===== src/rtl/logic_unit_pkg.sv =====
// ---------------------------------------------------------------------------
// logic_unit_pkg
// Shared definitions for the pipelined bitwise logic unit:
//   - 3-bit operation codes OP_AND .. OP_PASS
//   - is_acc_op : true for the three accumulating operations
//   - lu_bit    : one-bit result of an operation given a, b and acc bits.
// All operations are bitwise, so a WIDTH-bit result is lu_bit applied to
// every bit position. This keeps the helper independent of WIDTH.
// ---------------------------------------------------------------------------
package logic_unit_pkg;

  localparam logic [2:0] OP_AND     = 3'b000;
  localparam logic [2:0] OP_OR      = 3'b001;
  localparam logic [2:0] OP_XOR     = 3'b010;
  localparam logic [2:0] OP_NOR     = 3'b011;
  localparam logic [2:0] OP_ACC_OR  = 3'b100;
  localparam logic [2:0] OP_ACC_AND = 3'b101;
  localparam logic [2:0] OP_ACC_XOR = 3'b110;
  localparam logic [2:0] OP_PASS    = 3'b111;

  // Accumulating ops write their result into acc as well as out.
  function automatic logic is_acc_op(input logic [2:0] op);
    logic r;
    case (op)
      OP_ACC_OR,
      OP_ACC_AND,
      OP_ACC_XOR: r = 1'b1;
      default:    r = 1'b0;
    endcase
    return r;
  endfunction

  // Single-bit result; b is ignored by accumulate and pass ops.
  function automatic logic lu_bit(input logic [2:0] op, input logic a,
                                  input logic b, input logic acc);
    logic r;
    case (op)
      OP_AND:     r = a & b;
      OP_OR:      r = a | b;
      OP_XOR:     r = a ^ b;
      OP_NOR:     r = ~(a | b);
      OP_ACC_OR:  r = acc | a;
      OP_ACC_AND: r = acc & a;
      OP_ACC_XOR: r = acc ^ a;
      OP_PASS:    r = a;
      default:    r = a;
    endcase
    return r;
  endfunction

endpackage


===== src/rtl/logic_unit_core.sv =====
// ---------------------------------------------------------------------------
// logic_unit_core
// Purely combinational op decode and result function.
// Ports:
//   op      in  3      operation code
//   a, b    in  WIDTH  operands
//   acc     in  WIDTH  current accumulator value
//   acc_clr in  1      clear request; with an accumulate op the result is a
//   result  out WIDTH  operation result
//   acc_op  out 1      op is an accumulating op
// ---------------------------------------------------------------------------
module logic_unit_core
  import logic_unit_pkg::*;
#(
  parameter int WIDTH = 32
) (
  input  logic [2:0]       op,
  input  logic [WIDTH-1:0] a,
  input  logic [WIDTH-1:0] b,
  input  logic [WIDTH-1:0] acc,
  input  logic             acc_clr,
  output logic [WIDTH-1:0] result,
  output logic             acc_op
);

  // Result decode; clear-then-load makes every accumulate op yield a.
  always_comb begin
    acc_op = is_acc_op(op);
    result = {WIDTH{1'b0}};
    if (acc_op && acc_clr) begin
      result = a;
    end else begin
      for (int i = 0; i < WIDTH; i++) begin
        result[i] = lu_bit(op, a[i], b[i], acc[i]);
      end
    end
  end

endmodule


===== src/rtl/logic_unit_pipe.sv =====
// ---------------------------------------------------------------------------
// logic_unit_pipe
// Registered bitwise logic unit with valid/ready handshake and an internal
// accumulator for the ACC_* operations.
// Ports:
//   clk, rst_n      clock, asynchronous active-low reset
//   in_valid/ready  input beat handshake (in_ready = !out_valid || out_ready)
//   a, b, op        operands and op code, sampled on accept
//   acc_clr         synchronous accumulator clear (honoured even when stalled)
//   out_valid/ready output handshake
//   out, zero, ones registered result and its all-zero / all-one flags
// ---------------------------------------------------------------------------
module logic_unit_pipe
  import logic_unit_pkg::*;
#(
  parameter int WIDTH = 32
) (
  input  logic             clk,
  input  logic             rst_n,
  input  logic             in_valid,
  output logic             in_ready,
  input  logic [WIDTH-1:0] a,
  input  logic [WIDTH-1:0] b,
  input  logic [2:0]       op,
  input  logic             acc_clr,
  output logic             out_valid,
  input  logic             out_ready,
  output logic [WIDTH-1:0] out,
  output logic             zero,
  output logic             ones
);

  logic [WIDTH-1:0] result_s;
  logic             acc_op_s;
  logic             accept_s;
  logic [WIDTH-1:0] acc_r;
  logic [WIDTH-1:0] out_r;
  logic             out_valid_r;
  logic             zero_r;
  logic             ones_r;

  // Slot frees when empty or being drained this cycle.
  assign in_ready = !out_valid_r || out_ready;
  assign accept_s = in_valid && in_ready;

  logic_unit_core #(.WIDTH(WIDTH)) u_core (
    .op      (op),
    .a       (a),
    .b       (b),
    .acc     (acc_r),
    .acc_clr (acc_clr),
    .result  (result_s),
    .acc_op  (acc_op_s)
  );

  // Output register: load on accept, drop valid on drain, else hold.
  always_ff @(posedge clk or negedge rst_n) begin
    if (!rst_n) begin
      out_r       <= {WIDTH{1'b0}};
      zero_r      <= 1'b0;
      ones_r      <= 1'b0;
      out_valid_r <= 1'b0;
    end else if (accept_s) begin
      out_r       <= result_s;
      zero_r      <= (result_s == {WIDTH{1'b0}});
      ones_r      <= &result_s;
      out_valid_r <= 1'b1;
    end else if (out_ready) begin
      out_valid_r <= 1'b0;
    end else begin
      out_valid_r <= out_valid_r;
    end
  end

  // Accumulator: accepted accumulate op wins over a plain clear.
  always_ff @(posedge clk or negedge rst_n) begin
    if (!rst_n) begin
      acc_r <= {WIDTH{1'b0}};
    end else if (accept_s && acc_op_s) begin
      acc_r <= result_s;
    end else if (acc_clr) begin
      acc_r <= {WIDTH{1'b0}};
    end else begin
      acc_r <= acc_r;
    end
  end

  assign out_valid = out_valid_r;
  assign out       = out_r;
  assign zero      = zero_r;
  assign ones      = ones_r;

endmodule


===== config.mk =====
export PLATFORM = sky130hd
export DESIGN_NAME = logic_unit_pipe
export DESIGN_NICKNAME = d
export VERILOG_FILES = /design/src/rtl/logic_unit_pkg.sv /design/src/rtl/logic_unit_core.sv /design/src/rtl/logic_unit_pipe.sv
export SDC_FILE = /design/constraint.sdc
export NUM_CORES = 1
export LEC_CHECK = 0
export ABC_AREA = 0
export CAP_MARGIN = 25
export CORE_UTILIZATION = 40
export CTS_CLUSTER_SIZE = 16
export DETAILED_ROUTE_END_ITERATION = 8
export SLEW_MARGIN = 20
export SYNTH_ARGS = -nofsm -noshare
export SYNTH_HDL_FRONTEND = slang
export SYNTH_HIERARCHICAL = 1
export SYNTH_SLANG_ARGS = --single-unit

===== constraint.sdc =====
create_clock -name clk -period 2 [get_ports clk]
set_clock_uncertainty 0.15 [all_clocks]
set_input_delay 0.3 -clock clk [delete_from_list [all_inputs] [get_ports clk]]
set_output_delay 0.3 -clock clk [all_outputs]
set_load 0.01 [all_outputs]

== Word level (Yosys, flattened, before mapping) ==
Index checks and enable logic that the tools add are counted.
Word-level totals
  flip-flop bits (word level): 67
  bits in latches: 0
  RAM bits: 0
  memory bits (read-only): 0
  input port bits: 72
  word-level logic and storage cells: 285
  memories kept: 0
Operators by class
  add/sub/neg operators: 0
  $mul: 0
  div/mod/pow operators: 0
  $lt $le $gt $ge: 0
  equality and inequality tests: 7
  shift-type cells: 0
  multiplexer cells: 38
  bitwise operators: 224
  reduce and logical (&&, ||, !) cells: 11
Operators with widths (number)
  $pmux W1 S8: 32
  $mux W32: 3
  $and A1 B1 Y1: 64
  $or A1 B1 Y1: 64
  $xor A1 B1 Y1: 64
  $logic_not A32 Y1: 1
  $not A1 Y1: 32
  $reduce_and A32 Y1: 1
  $eq A3 B3 Y1 const B: 4
  $eq A3 B2 Y1 const B: 2
  $reduce_bool A2 Y1: 2
  $eq A3 B1 Y1 const B: 1
  $logic_and A1 B1 Y1: 3
  $logic_not A3 Y1: 1
  $mux W1: 3
  $reduce_or A3 Y1: 1
  $logic_not A1 Y1: 1
  $logic_or A1 B1 Y1: 1

== Longest topological paths before layout ==
  depth in word-level cells: 6
  depth in mapped cells: 10

== By module ==
The synthesis kept the hierarchy.
By module, submodules not included
  logic_unit_core: times used 1, cells each 638, area each 4013.8 um2, sequential area each 0.0 um2
  logic_unit_pipe: times used 1, cells each 201, area each 2997.9 um2, sequential area each 1676.6 um2

== Least setup slack after synthesis ==
No wires, ideal clock.
  kind: input -> register
  from: input op[2]
  to: register ones_r (netlist: ones)
  library setup time: 0.066 ns
  data arrival time: 1.993 ns
  data required time: 1.784 ns
  slack: -0.209 ns
  cell stages on the path: 10
  buffers on the path: 4
  cells stage by stage: buf_2 buf_6 buf_6 buf_6 a221oi_2 o21ai_1 o31ai_2 nand4_1 nor4_1 a41o_1
On the way
  cells in the longest elaborated chain, start to end: 6
  elaborated cells between the ends (all ways): 45
  those cells by class: eq/ne (7); mux (34); reduce/logical (4)
Ends and longest elaborated chain
  start, declared: RTL line logic_unit_pipe.sv:24  | input logic [2:0] op,
  $eq A3 B3 Y1: RTL line logic_unit_pkg.sv:24, logic_unit_pkg.sv:37
  $reduce_or A3 Y1: RTL line logic_unit_pkg.sv:24  | case (op)
  $mux W1: RTL line logic_unit_pkg.sv:24
  $logic_and A1 B1 Y1: RTL line logic_unit_core.sv:30  | if (acc_op && acc_clr) begin
  $mux W32 *: RTL line logic_unit_core.sv:30
  via result_s[15]: RTL line logic_unit_pipe.sv:33  | logic [WIDTH-1:0] result_s;
  $reduce_and A32 Y1 *: RTL line logic_unit_pipe.sv:66  | ones_r <= &result_s;
  end signal, assigned: RTL line logic_unit_pipe.sv:66
  end, declared: RTL line logic_unit_pipe.sv:40  | logic ones_r;
Mark *: on every way through the listed nets, which the timed path passes. The rest lies on a longest branch.
A chain may end at the register's enable or synchronous reset.

== Worst setup path after layout ==
  from: input b[31]
  to: register ones_r (netlist: ones)
On the way
  cells in the longest elaborated chain, start to end: 5
  elaborated cells between the ends (all ways): 7
  those cells by class: mux (2); bitwise (4); reduce/logical (1)
Ends and longest elaborated chain
  start, declared: RTL line logic_unit_pipe.sv:23  | input logic [WIDTH-1:0] b,
  $or A1 B1 Y1: RTL line logic_unit_pkg.sv:39, logic_unit_pkg.sv:41
  $not A1 Y1: RTL line logic_unit_pkg.sv:41  | OP_NOR: r = ~(a | b);
  $pmux W1 S8 *: RTL line logic_unit_pkg.sv:37  | case (op)
  $mux W32 *: RTL line logic_unit_core.sv:30
  via result_s[31]: RTL line logic_unit_pipe.sv:33
  $reduce_and A32 Y1 *: RTL line logic_unit_pipe.sv:66
Marks and branches as above.

==> run_results.csv <==
group,metric,value,unit
status,status,"complete, but fails checks",
status,failed_checks,"negative setup slack",
setup_path,worstSetupEndpointType,"register",
setup_path,crit_chain,"clkdlybuf4s50_1 -> nor2_1 -> a22oi_1 -> o21ai_1 -> o31ai_2 -> nand4_1 -> nor4_2 -> a41o_1",
grt,grt_overflow,0,
floorplan,core-area,0.01724,mm²
drt,drc_errors,0,
setup_path,path_max_fanout,5,
timing,timing.fmax,0.4469,GHz
synth,post-synth-top-area-fraction,23.91,%
drt,viasPerCell,5.518,
power_and_ir_drop,p_switching,1.870,mW
drt,wire_per_inst,16.66,µm
power_and_ir_drop,switching_share,32.44,%
power_and_ir_drop,vdd_drop_max,0.3973,mV
synth,yosys.area_share.simple,27.80,%
setup_path,slowest_stage,"clkdlybuf4s50_1",
drt,ant_nets,0,
synth,synth_top_family_by_area,"compound AO/OA/AOI/OAI gates",
placed_design,gp_congestion,0.7870,
floorplan,num_rows,48,
synth,synthAdderAreaFrac,0,%
timing,setup_ws,-0.2377,ns
synth,synth_mux_area_share,11.88,%
timing,setup_violations,2,
grt,grt_usage,23.78,%
setup_path,critPathKind,"input pin to register",
grt,grt_pass1_vias,6583,
synth,synth.most_common_cell,"nor2b_1",
placed_design,hpwl,14610,µm
power_and_ir_drop,cellPowerDensity,576.4,mW/mm²
synth,async_flop_share,100.0,%
cells_and_area,diodes,0,
cells_and_area,fill_cells,1530,
synth,synth-main-ff-cell,"dfrtp_1",
floorplan,die_w,134.4,µm
timing,finalSetupTns,-0.4113,ns
synth,synth_area_leaders,"dfrtp_1 24%, nor2b_1 12%, a221oi_2 6.6%, mux2_4 6.4%, o21ai_1 5.6%",
timing,final_max_slew_viol_count,0,
power_and_ir_drop,power,5.765,mW
timing,finalCritPeriodShare,111.9,%
clocking,htree_num_levels,3,
synth,synth_edf_count,0,
power_and_ir_drop,seqPwrFrac,29.4,%
job,drv_cap,0,
grt,grt_max_degree,50,
clocking,clock-sinks,67,
synth,synthTopCellsByCount,"129 x nor2b_1, 79 x o21ai_1, 67 x dfrtp_1",
timing,layout_min_cycle_time,2.238,ns
timing,maxSlewHeadroom,70.62,%
setup_path,arrival,2.37,ns
grt,grt_pass1_wl,33970,µm
drt,first_pass_iters,5,
synth,synth-warning-count,6,
timing,holdWs,0.2799,ns
timing,tightest_slew,0.4407,ns
power_and_ir_drop,leakagePower,4.305,nW
grt,antenna_found_initial,0,
setup_path,startpoint_type,"input pin",
clocking,clk_latency,0.35,ns
synth,synth_cell_types,35,
timing,hold_viol,0,
synth,synth-seq-cells,67,
power_and_ir_drop,p_clk_share,29.6,%
placed_design,placement.io_buffers,107,
floorplan,io_pins,108,
cells_and_area,nets,1098,
clocking,cts_root_buf,"clkbuf_16",
synth,synth_compound_area_share,29.14,%
drt,vias,6930,
clocking,clk_pin_slew,0.06,ns
power_and_ir_drop,intPower,3.895,mW
floorplan,fp.dieH,134.4,µm
clocking,clock_path_buffers,2,
setup_path,crit_required,2.13,ns
synth,synth_top_area_cell,"dfrtp_1",
clocking,numCtsBuffers,9,
synth,syn-cell-area,0.007012,mm²
synth,yosysSeqAreaShare,23.91,%
cells_and_area,drive_gt1_share,33.56,%
floorplan,initial_utilization,40.68,%
clocking,cts_tree,"built",
cells_and_area,area_growth,42.65,%
synth,synth_xor_area_share,0,%
timing,rsz0062_at_grt,"yes",
min_path,worst_hold_path_type,"input pin to async pin",
power_and_ir_drop,comb_power_share,41.1,%
synth,syn_inst,839,
floorplan,dieArea,0.01806,mm²
drt,finalWirelength,20930,µm
drt,first_iter_violations,376,
setup_path,slowest_delay,0.57,ns
synth,synth_nets,911,
synth,avgSynthCellArea,8.357,µm²
-- registers in the layout, summed over array words and instances (netlist names) --
signal / cells
acc_r: 32
out: 32
ones: 1
out_valid: 1
zero: 1
-- per-stage QoR --
stage                     cells  instance area [µm²]  setup slack [ns]  utilization [%]
after floorplan             839                 7138           -0.1652                -
after global placement     1226                 9331           -0.8521            54.14
after detailed placement   1226                 9331           -0.8212            54.14
after CTS                  1252                 9838           -0.2060            57.08
after global routing       1256                10000           -0.3029            58.03
final                      1256                10000           -0.2377            58.03
-- power groups by stage --
stage,clock network (mW),logic (mW),registers (mW)
finish,1.71,2.37,1.69
detailed placement,0,2.22,1.71
global placement,0,2.20,1.71
global route,1.79,2.55,1.71
CTS,1.73,2.31,1.69
floorplan,0,1.11,1.75
-- path summary, 6_finish.rpt --
| check | slack [ns] | cells past startpoint | from | end |
|---|---|---|---|---|
| worst max-delay path | -0.24 | 8 | b[31] | ones |
| worst min-delay path | 0.28 | 2 | rst_n | acc_r[26] |
| worst max register to register | -0.17 | 7 | acc_r[2] | ones |
| worst min register to register | 0.35 | 1 | out[28] | out[28] |
| max in group asynchronous | 0.73 | 3 | rst_n | acc_r[22] |
| min in group clk | 0.35 | 1 | out[28] | out[28] |
-- logic make-up after synthesis --
logic type / after synthesis
AND/OR/NAND/NOR: 347
buffers and inverters: 99
AO/OA/AOI/OAI: 262
flip-flops: 67
multiplexers: 64
-- placed cells by master (no fill, tap or decap), drive strengths merged, types with 2 or more instances in the layout --
| cell | count |
|---|---|
| buf | 168 |
| nor2b | 129 |
| o21ai | 127 |
| dfrtp | 67 |
| nand2 | 65 |
| clkdlybuf4s50 | 64 |
| nor2 | 64 |
| mux2 | 64 |
| nor4 | 41 |
| a21boi | 34 |
| and3b | 32 |
| o31ai | 32 |
| a22oi | 31 |
| a221oi | 31 |
| dlygate4sd2 | 23 |
| dlymetal6s2s | 15 |
| clkbuf | 11 |
| nand4 | 10 |
| inv | 3 |
| nand2b | 2 |
| a21oi | 2 |
| and2 | 2 |
| clkinv | 2 |
-- repair_timing --
| action | CTS | global route |
|---|---|---|
| buffers inserted | 8 | 4 |
| cloned | 1 | 0 |
| resized for setup | 46 | 32 |
| pin swaps | 24 | 26 |
| setup endpoints to repair | 4 | 14 |
| hold buffers | 1 | 0 |
| endpoints found under the hold margin | 26 | 0 |
-- final cells by class --
class | count | area, µm² | share of cell area [%]
multi-input combinational | 673 | 5125 | 51.24
timing repair buffer | 273 | 2599 | 25.98
sequential | 67 | 1677 | 16.76
tap | 225 | 281.5 | 2.815
clock buffer | 11 | 252.7 | 2.527
clock inverter | 5 | 60.06 | 0.6004
inverter | 2 | 7.507 | 0.07506
-- per-layer routing --
metal / GRT usage [%] / vias up / wire length (µm)
met3: 2.608 / 24 / 703
li1: - / 3428 / -
met4: 8.864 / 0 / 416
met5: 0 / - / 0
met1: 32.17 / 3332 / 10060
met2: 38.95 / 146 / 9753
-- worst max-delay path, delay by kind of cell --
| kind | cells | cell delay (ns) |
|---|---|---|
| compound gates | 4 | 0.86 |
| simple gates | 3 | 0.62 |
| buf+inv | 1 | 0.57 |
Power figures use the tool's default switching activity.
==> RTL change 1 (same flow settings) <==
`WIDTH` is set to 32 in 2 places; all go to 48.
--- a/src/rtl/logic_unit_core.sv
+++ b/src/rtl/logic_unit_core.sv
@@ -14,3 +14,3 @@
 #(
-  parameter int WIDTH = 32
+  parameter int WIDTH = 48
 ) (
--- a/src/rtl/logic_unit_pipe.sv
+++ b/src/rtl/logic_unit_pipe.sv
@@ -15,3 +15,3 @@
 #(
-  parameter int WIDTH = 32
+  parameter int WIDTH = 48
 ) (
Interface: changed (resized a, b and out); port bits go from 108 to 156. The function was not compared with the original's and may differ.
==> RTL change 1 against the unedited design <==
- the run still ends with setup timing left
- design area grew 42%
- non-clock buffer count grew 119
- total power increased by 33%
- routed wire length is 53% higher
- sequential cell count rose by 32
- register-to-register slack got worse by 0.16 ns
- area after synthesis rose by 45%
- setup slack got worse by 0.099 ns
- highest routed layer unchanged
==> RTL change 1: results (changes against the unedited design) <==
number of global-route vias before repair 9835 (was 6583); # setup viols final 2 (unchanged); wire length on met2 15.2 mm (was 9.75 mm); status finished with violations (unchanged); clk pwr 1.77 mW (was 1.71 mW); Layout non-clock buf frac 27.3% (was 26.0%); Hold Slack 0.239 ns (was 0.280 ns); number of fill cells 2297 (was 1530); met1 GRT Util 32.6% (was 32.2%); met2 global-route usage 40.3% (was 38.9%); antenna fix cells 2 (was 0); Reg area 2480 um^2 (was 1680 um^2); dpl hpwl 21.9 mm (was 14.6 mm); Max IR drop VDD 0.000344 V (was 0.000397 V); first-iteration detailed-routing DRC count 915 (was 376); #MultiIn Comb 1052 (was 673); fraction of the yosys area taken by sequential cells 24.4% (was 23.9%); worst setup margin -0.336 ns (was -0.238 ns); combinational gate power 3.41 mW (was 2.37 mW); PortBufs 155 (was 107); sum of negative setup slack -0.594 ns (was -0.411 ns); met3 Use GR 3.08% (was 2.61%); vias per std cell 5.60 (was 5.52); seq_cells 99 (was 67); ranking of synthesized cells by area dfrtp_1 (24%), nor2b_1 (8.9%), o21ai_0 (6.7%), a221oi_2 (5.9%), mux2_2 (5.3%) (was dfrtp_1 (24%), nor2b_1 (12%), a221oi_2 (6.6%), mux2_4 (6.4%), o21ai_1 (5.6%)); fraction of layout instances using a drive strength above 1 27.5% (was 33.6%); Placed Instance Area 13300 um^2 (was 9330 um^2); dpl cells 1839 (was 1226); largest net degree at the start of global routing 57 (was 50); failing checks setup timing (unchanged); initial antenna violation count 2 (was 0); leakage power figure 5.88 nW (was 4.31 nW); flop-to-flop setup slack -0.33 ns (was -0.17 ns); CP delay by family, top simple AND/OR/NAND/NOR gates (was compound AO/OA/AOI/OAI gates); Slew Limit Headroom 66.2% (was 70.6%); DR WL/cell 16.9 um (was 16.7 um); dpl ws -1.11 ns (was -0.821 ns); Logic pwr share 44.5% (was 41.1%); final non-filler cell total 1887 (was 1256); internal power 5.01 mW (was 3.90 mW); worst path arrival time 2.48 ns (was 2.37 ns); FF-to-FF Start acc_r[3] (was acc_r[2])
-- RTL change 1: cell types whose count changed in the layout (fill, tap and decap cells not counted), sizes merged, moves of 22 or more --
cell           delta
o21ai           +113
nand2            +81
buf              +69
nand2b           +48
clkdlybuf4s50    +41
dfrtp            +32
nor2             +32
nor4             +22
-- RTL change 1: timing repair --
| item | 4_1_cts | 5_1_grt |
|---|---|---|
| setup buffers | 17 | 7 |
| hold buffers | 1 | 0 |
| endpoints found under the setup margin | 4 | 8 |
| gates resized for setup | 66 | 57 |
| pin swaps | 32 | 40 |
| gates cloned | 3 | 2 |
| endpoints found under the hold margin | 21 | 0 |
-- RTL change 1: cell families (layout without fill, tap and decap cells) --
group	count (synthesis)	after routing	share of synthesized area [%]
flops	99	99	24.4
simple gates	568	568	30.5
buf+inv	156	410	8.23
other cells	0	2	0
mux	48	48	5.32
compound gates	436	436	31.6
==> RTL change 2 (same flow settings) <==
Made on the original files. Reset style: synchronous (`rst_n`), changed in 2 clocked blocks. Comments in the files are not updated.
--- a/src/rtl/logic_unit_pipe.sv
+++ b/src/rtl/logic_unit_pipe.sv
@@ -56,3 +56,3 @@
   // Output register: load on accept, drop valid on drain, else hold.
-  always_ff @(posedge clk or negedge rst_n) begin
+  always_ff @(posedge clk) begin
     if (!rst_n) begin
@@ -75,3 +75,3 @@
   // Accumulator: accepted accumulate op wins over a plain clear.
-  always_ff @(posedge clk or negedge rst_n) begin
+  always_ff @(posedge clk) begin
     if (!rst_n) begin
Function: differs if rst_n is asserted again (counterexample within 4 cycles, from zero or initial values and one cycle with rst_n low); with rst_n held inactive, the same outputs for 4 cycles.
==> RTL change 2 against the unedited design <==
- the run still ends with setup timing left
- area after synthesis grew 0.52%
- via count grew 17%
- combinational power shrank 17%
- sequential cell count is the same
- maximum frequency shrank 7.6%
- non-clock buffer count shrank 2
- routed wire length grew 11%
- design area shrank 0.54%
- die area grew 0.51%
- total power shrank 12%
- first-iteration DRC count grew 27%
- core utilization shrank 0.31 points
- setup slack lost 0.18 ns
==> RTL change 2: results (changes against the unedited design) <==
Slowest-stage cell, CP or4_4 (was clkdlybuf4s50_1); Post-CTS Hold Fix Bufs 0 (was 1); dpl cells 1357 (was 1226); worst setup margin -0.422 ns (was -0.238 ns); Pwr Total 5.06 mW (was 5.77 mW); Post-synth top cells nor2b_1 (97), o21ai_0 (80), o21ai_1 (79) (was nor2b_1 (129), o21ai_1 (79), dfrtp_1 (67)); Metal-1 WL 11.5 mm (was 10.1 mm); largest net degree at the start of global routing 65 (was 50); Mapped Nets 1076 (was 911); internal power 3.36 mW (was 3.90 mW); Yosys cell types 36 (was 35); wire length on met2 9.94 mm (was 9.75 mm); Final GP Congestion 0.866 (was 0.787); dpl hpwl 15.6 mm (was 14.6 mm); failing checks setup timing (unchanged); PortBufs 107 (unchanged); sum of negative setup slack -0.634 ns (was -0.411 ns); status finished with violations (unchanged); first-pass GRT wire length 37.7 mm (was 34.0 mm); Max IR drop VDD 0.000399 V (was 0.000397 V); met2 global-route usage 38.4% (was 38.9%); asr flop ratio synth 0% (was 100%); Crit path largest cell delay 0.53 ns (was 0.57 ns); met1 GRT Util 37.9% (was 32.2%); ranking of synthesized cells by area dfxtp_1 (19%), nor2b_1 (8.6%), a221oi_2 (6.6%), o21ai_0 (5.7%), o21ai_1 (5.6%) (was dfrtp_1 (24%), nor2b_1 (12%), a221oi_2 (6.6%), mux2_4 (6.4%), o21ai_1 (5.6%)); dpl ws -1.03 ns (was -0.821 ns); initial antenna violation count 1 (was 0); Worst R2R End ones (unchanged); fraction of layout instances using a drive strength above 1 25.4% (was 33.6%); CP delay by family, top simple AND/OR/NAND/NOR gates (was compound AO/OA/AOI/OAI gates); vias per std cell 5.85 (was 5.52); number of global-route vias before repair 7274 (was 6583); Placed Instance Area 9200 um^2 (was 9330 um^2); mux contribution to synthesized area 0% (was 11.9%); NumNets Final 1227 (was 1098); leakage power figure 3.67 nW (was 4.31 nW); CP Max Fanout 16 (was 5); Compound-Gate Fraction of Synth Area 40.3% (was 29.1%); Worst-Skew Late Latency 0.33 ns (was 0.35 ns); fraction of the yosys area taken by sequential cells 19.0% (was 23.9%); WL met3 1.48 mm (was 703 um); hold depth 3; first-iteration detailed-routing DRC count 476 (was 376); Primary FF master, synth dfxtp_1 (was dfrtp_1); # setup viols final 2 (unchanged); combinational gate power 1.97 mW (was 2.37 mW); WL final 23.3 mm (was 20.9 mm); Seq. pwr 1.46 mW (was 1.69 mW); met3 Use GR 3.27% (was 2.61%); Total Routing Usage GR 25.6% (was 23.8%); FF-to-FF Start acc_r[19] (was acc_r[2]); Slew Limit Headroom 55.4% (was 70.6%); worst path arrival time 2.52 ns (was 2.37 ns); flop-to-flop setup slack -0.37 ns (was -0.17 ns); worst hold path class primary input to flop (was primary input to async pin); DR WL/cell 16.8 um (was 16.7 um); Syn Inst Count 1004 (was 839); Hold Slack 0.272 ns (was 0.280 ns)
[RTL change 2: area by class of cell]
| class | instances | area, um^2 |
|---|---|---|
| antenna | 1 | 2.50 |
| clock buffer | 11 | 243 |
| tap | 225 | 282 |
| inverter | 37 | 139 |
| fill | 1589 | 7290 |
| sequential | 67 | 1350 |
| multi-input combinational | 769 | 5280 |
| timing repair buffer | 271 | 2600 |
| clock inverter | 5 | 60.1 |
[RTL change 2: worst max path at each step]
stage,from,end,slack [ns]
2_1_floorplan,op[2],ones,-0.52
3_3_place_gp,op[1],ones,-1.02
3_5_place_dp,op[1],ones,-1.03
4_1_cts,op[0],ones,-0.40
5_1_grt,b[9],ones,-0.45
6_report,op[2],ones,-0.42
[RTL change 2: what timing repair did]
action                     CTS  global route
pin swaps                   32            11
cloned                       3             0
setup endpoints to repair   23             5
setup buffers                9             0
gates resized for setup    101            15
